<file path="config.mk">
export PLATFORM = sky130hd
export DESIGN_NAME = alu_rr_scheduler
export DESIGN_NICKNAME = d
export VERILOG_FILES = /design/src/rtl/alu_sched_pkg.sv /design/src/rtl/alu_rr_scheduler_rr_arb2.sv /design/src/rtl/alu_rr_scheduler.sv
export SDC_FILE = /design/constraint.sdc
export NUM_CORES = 1
export LEC_CHECK = 0
export ABC_AREA = 1
export CAP_MARGIN = 20
export CORE_ASPECT_RATIO = 0.8
export CORE_MARGIN = 2
export CORE_UTILIZATION = 40
export CTS_CLUSTER_DIAMETER = 50
export CTS_CLUSTER_SIZE = 40
export DETAILED_ROUTE_END_ITERATION = 10
export HOLD_SLACK_MARGIN = 0.03
export PLACE_DENSITY_LB_ADDON = 0.3
export SETUP_SLACK_MARGIN = 0.1
export SLEW_MARGIN = 30
export SYNTH_ARGS = -nofsm -noshare
export SYNTH_HDL_FRONTEND = slang
export SYNTH_SLANG_ARGS = --single-unit
</file>
<file path="constraint.sdc">
create_clock -name clk -period 4.8 [get_ports clk]
set_clock_uncertainty 0.1 [all_clocks]
set_input_delay 0.72 -clock clk [delete_from_list [all_inputs] [get_ports clk]]
set_output_delay 0.72 -clock clk [all_outputs]
set_load 0.02 [all_outputs]
</file>
<file path="src/rtl/alu_sched_pkg.sv">
// Shared types for the two-requester ALU scheduler: FSM states, the opcode
// layout, and the logical/arithmetic encoding of opcode bit 3.
package alu_sched_pkg;

  typedef enum logic [1:0] {
    IDLE = 2'd0,
    EXEC = 2'd1,
    RESP = 2'd2
  } state_e;

  typedef struct packed {
    logic       operacion;
    logic [2:0] sel;
  } opcode_t;

  localparam logic OP_LOGIC = 1'b1;
  localparam logic OP_ARITH = 1'b0;

endpackage

</file>
<file path="src/rtl/alu_rr_scheduler_rr_arb2.sv">
// Combinational 2-way round-robin arbiter. A lone requester always wins; on a
// tie the requester that did not win last time is granted.
module rr_arb2 (
  input  logic [1:0] req_i,
  input  logic       last_grant_i,
  output logic [1:0] grant_o
);

  always_comb begin
    grant_o = 2'b00;
    if (req_i == 2'b11) begin
      grant_o = last_grant_i ? 2'b01 : 2'b10;
    end else begin
      grant_o = req_i;
    end
  end

endmodule

</file>
<file path="src/rtl/alu_rr_scheduler.sv">
// Shares one combinational ALU between two requesters. A request is accepted
// in IDLE, drives the ALU for one EXEC cycle, and is held in RESP until consumed.
module alu_rr_scheduler
  import alu_sched_pkg::*;
#(
  parameter int N  = 8,
  parameter int CW = 16
) (
  input  logic          clk,
  input  logic          rst,
  input  logic          r0_valid,
  output logic          r0_ready,
  input  logic [N-1:0]  r0_a,
  input  logic [N-1:0]  r0_b,
  input  logic [3:0]    r0_op,
  input  logic          r1_valid,
  output logic          r1_ready,
  input  logic [N-1:0]  r1_a,
  input  logic [N-1:0]  r1_b,
  input  logic [3:0]    r1_op,
  output logic          rsp_valid,
  input  logic          rsp_ready,
  output logic          rsp_id,
  output logic [N-1:0]  rsp_data,
  output logic [N-1:0]  alu_a,
  output logic [N-1:0]  alu_b,
  output logic [2:0]    alu_selector1,
  output logic [2:0]    alu_selector2,
  output logic          alu_operacion,
  input  logic [N-1:0]  alu_out,
  output logic [CW-1:0] op_count,
  output state_e        dbg_state
);

  // Every channel transfers on a cycle where valid & ready are both high;
  // valid never depends on ready, and payloads are held while valid waits.

  state_e        state_q;
  logic          last_grant_q;
  logic          id_q;
  logic [N-1:0]  alu_a_q;
  logic [N-1:0]  alu_b_q;
  logic [2:0]    alu_sel1_q;
  logic [2:0]    alu_sel2_q;
  logic          alu_oper_q;
  logic          rsp_valid_q;
  logic          rsp_id_q;
  logic [N-1:0]  rsp_data_q;
  logic [CW-1:0] op_count_q;

  logic [1:0]    grant;
  logic          in_idle;
  logic          accept;
  logic          gnt_id;
  logic [N-1:0]  sel_a_d;
  logic [N-1:0]  sel_b_d;
  opcode_t       sel_op_d;
  logic [CW-1:0] op_count_d;

  rr_arb2 u_arb (
    .req_i        ({r1_valid, r0_valid}),
    .last_grant_i (last_grant_q),
    .grant_o      (grant)
  );

  assign in_idle = (state_q == IDLE);
  assign accept  = in_idle & (|grant);
  assign gnt_id  = grant[1];

  always_comb begin
    sel_a_d    = gnt_id ? r1_a : r0_a;
    sel_b_d    = gnt_id ? r1_b : r0_b;
    sel_op_d   = opcode_t'(gnt_id ? r1_op : r0_op);
    op_count_d = (&op_count_q) ? op_count_q : op_count_q + CW'(1);
  end

  // The ALU drive registers are loaded on accept and cleared leaving EXEC,
  // so the ALU only sees a non-zero operation during the EXEC cycle.
  always_ff @(posedge clk) begin
    if (rst) begin
      state_q      <= IDLE;
      last_grant_q <= 1'b1;
      id_q         <= 1'b0;
      alu_a_q      <= '0;
      alu_b_q      <= '0;
      alu_sel1_q   <= '0;
      alu_sel2_q   <= '0;
      alu_oper_q   <= 1'b0;
      rsp_valid_q  <= 1'b0;
      rsp_id_q     <= 1'b0;
      rsp_data_q   <= '0;
      op_count_q   <= '0;
    end else begin
      case (state_q)
        IDLE: begin
          if (accept) begin
            id_q         <= gnt_id;
            last_grant_q <= gnt_id;
            alu_a_q      <= sel_a_d;
            alu_b_q      <= sel_b_d;
            alu_oper_q   <= sel_op_d.operacion;
            alu_sel1_q   <= (sel_op_d.operacion == OP_LOGIC) ? sel_op_d.sel : 3'b000;
            alu_sel2_q   <= (sel_op_d.operacion == OP_ARITH) ? sel_op_d.sel : 3'b000;
            state_q      <= EXEC;
          end
        end
        EXEC: begin
          rsp_data_q  <= alu_out;
          rsp_id_q    <= id_q;
          rsp_valid_q <= 1'b1;
          alu_a_q     <= '0;
          alu_b_q     <= '0;
          alu_sel1_q  <= '0;
          alu_sel2_q  <= '0;
          alu_oper_q  <= 1'b0;
          state_q     <= RESP;
        end
        RESP: begin
          if (rsp_ready) begin
            rsp_valid_q <= 1'b0;
            op_count_q  <= op_count_d;
            state_q     <= IDLE;
          end
        end
        default: state_q <= IDLE;
      endcase
    end
  end

  assign r0_ready      = in_idle & grant[0];
  assign r1_ready      = in_idle & grant[1];
  assign rsp_valid     = rsp_valid_q;
  assign rsp_id        = rsp_id_q;
  assign rsp_data      = rsp_data_q;
  assign alu_a         = alu_a_q;
  assign alu_b         = alu_b_q;
  assign alu_selector1 = alu_sel1_q;
  assign alu_selector2 = alu_sel2_q;
  assign alu_operacion = alu_oper_q;
  assign op_count      = op_count_q;
  assign dbg_state     = state_q;

endmodule

</file>
==> qor.txt <==
Status: finished, final reports clean
Worst setup path class: input port to output port
Standard cell with the maximum stage delay on the critical path: clkdlybuf4s50_1
Total Neg Setup Slack: 0 ns
Overall overflow remaining after global route: 0
Cts repair resizes: 0
Startpoint of the worst hold path: alu_b[0]
Global-route wire length before repair: 10.6 mm
Netlist area before placement: 0.00258 sq mm
CP Capture Type: output port
Leading register cell type out of synthesis: dfxtp_1
Period minus WS final: 3.33 ns
Starting density of the core: 40.9%
Worst-case headroom to the max-slew limit: 43.3%
Iteration-0 DRC count of the detailed router: 84
CTS clk-pin slew, worst paths: 0.09 ns
Sum of routed wire length over all layers: 6.70 mm
Syn_area_per_cell: 7.27 sq um
Top cell type's share of synthesized area: 41.1%
Start of the worst register-to-register path: dbg_state[0]
Antenna violation net count after detailed routing: 0
Routed length per placed instance: 12.4 um
Width of the die: 93.8 um
Proportion of synthesized flip-flops having asynchronous set or reset: 0%
Largest stage delay on the critical path: 0.63 ns
Count of final max-slew check failures: 0
Rows: 26
Via count of the first global-routing pass: 2308
Detail Placement HPWL: 4.97 mm
Die Footprint: 0.00712 sq mm
Post-synthesis net count: 409
Slew at the pin with the worst max-slew slack: 0.847 ns
YS warnings: 0
Antenna diode instance count: 0
Buf+Inv Stages, Crit Path: 3
Final net count: 508
Kind of cell adding the most delay to the critical path: buffers and inverters
Count leader, synth: nand2_1
Global placement routability congestion: 0.837
IO Count: 106
Share of layout cells above drive strength 1: 9.45%
Port Buffers: 105
Vertical die dimension: 75.9 um
Unrepaired setup endpoints after global routing: no
Largest net degree at the start of global routing: 39
Biggest area contributors in the synthesized netlist: dfxtp_1, nand2_1, a21oi_1, nor2_1, inv_1
Post-Syn Instances: 355
Clock tree from TritonCTS: yes
Fillers: 598
Post-CTS Setup Bufs: 0
Most common library cells after synthesis: nand2_1, dfxtp_1, nor2_1
Deepest level of the CTS H-tree: 2
Final core area utilization: 59.9%
Data required time at the worst endpoint: 3.98 ns
Number of DRC violations after detailed routing: 0
Leakage power: 1.48 nW
Final setup fails: 0
Power per unit of standard cell area: 293 mW/mm^2
Max frequency: 0.300 GHz
Area of the core: 0.00631 sq mm
Final hold violations: 0
Max-capacitance violation count: 0
Initial antenna violation count: 0
Area leader, netlist: dfxtp_1
DR pass1 iterations: 4
Kind of launch point of the worst setup path: input port
Buffers from clock root to sink, at most: 2
Clock latency of the later-clocked register in the worst-skew pair: 0.30 ns
Worst Path Max Fanout: 38
Post-synth EDFFs: 0
Final worst path period share: 69.4%
P&R area growth vs syn: 46.3%
Worst IR Drop VDD: 0.000181 V
Vias per cell: 4.81
Clock Sinks: 53
Cell breakdown of the critical path: clkdlybuf4s50_1 > nand2_1 > nand2_1 > buf_4 > nor2_1 > clkdlybuf4s50_1
Start point of the critical path: r0_valid
Hold_buf cts: 0
Number of buffers created by CTS: 5
GRT Total Usage: 18.7%
Portion of the post-synthesis area used by sequential elements: 41.1%
Total number of vias: 2593
Classification of the worst-slack hold path: register to register
Buffer cell driving the clock tree root: clkbuf_8
Number of synthesized register bits: 53
Arrival time of the worst setup path: 2.51 ns
Number of different library cells in the post-synthesis netlist: 31
## cell usage in the layout (no fill, tap or decap), drive strengths merged
cell type and count:
clkbuf 5, clkdlybuf4s50 105, o21ai 10, a21oi 39, nor2 57, nand3 23
inv 35, nor3 2, bufinv 2, clkinv 2, xnor2 1, nand2 99
dfxtp 53, buf 2, ha 1, nand4 3, o211ai 16
## power breakdown
group	total [mW]	internal, mW	switching, mW
clock	0.356	0.207	0.149
combinational	0.262	0.122	0.140
sequential	0.487	0.470	0.0171
## logic make-up (layout without fill, tap and decap cells)
group	Yosys count	in the layout	synth area share [%]
AND/OR/NAND/NOR	184	184	33.9
AO/OA/AOI/OAI	65	65	14.7
flip-flops	53	53	41.1
buffers and inverters	51	151	9.45
adder cells (fa/ha/maj)	1	1	0.485
XOR/XNOR	1	1	0.339
## final timing paths
| kind | to | slack (ns) | cells after the start |
|---|---|---|---|
| setup / recovery | r1_ready | 1.47 | 6 |
| setup reg to reg | rsp_data[4] | 2.60 | 5 |
| hold reg to reg | alu_b[0] | 0.37 | 2 |
| hold / removal | alu_b[0] | 0.37 | 2 |
## layer usage
layer	vias to the layer above	GRT usage, %	wire length [um]
li1	1331	-	-
met1	1168	24.2	3100
met2	84	31.3	3080
met3	10	4.55	424
met4	0	5.80	97
met5	-	0	0
## tightest hold or removal path, stage by stage (launching register included)
cell and delay [ns]:
dfxtp_1 0.32, nand2_1 0.06, a21oi_1 0.05
## cell type report
| cell class | instances | area, sq um | area share [%] |
|---|---|---|---|
| Tap cell | 84 | 105 | 2.78 |
| Timing Repair Buffer | 107 | 1070 | 28.2 |
| Inverter | 36 | 135 | 3.58 |
| Clock buffer | 5 | 68.8 | 1.82 |
| Sequential cell | 53 | 1060 | 28.1 |
| Clock inverter | 3 | 65.1 | 1.72 |
| Multi-Input combinational cell | 251 | 1280 | 33.8 |
## registers in the layout, indices dropped and copies added, names as in the netlist
name	cells
alu_selector1	3
last_grant_q	1
alu_b	8
alu_operacion	1
op_count	16
alu_a	8
alu_selector2	3
dbg_state	2
rsp_valid	1
rsp_data	8
rsp_id	1
id_q	1
## through the flow
| stage | instances | setup WS, ns | power [mW] | area (sq um) | hold WS, ns |
|---|---|---|---|---|---|
| 2_1_floorplan | 355 | 2.60 | 0.641 | 2580 | 0.329 |
| 3_3_place_gp | 531 | 1.59 | 0.756 | 3640 | 0.353 |
| 3_5_place_dp | 531 | 1.49 | 0.761 | 3640 | 0.356 |
| 4_1_cts | 539 | 1.49 | 1.12 | 3780 | 0.370 |
| 5_1_grt | 539 | 1.37 | 1.16 | 3780 | 0.389 |
| 6_report | 539 | 1.47 | 1.11 | 3780 | 0.367 |
(Power assumes the default switching activity.)
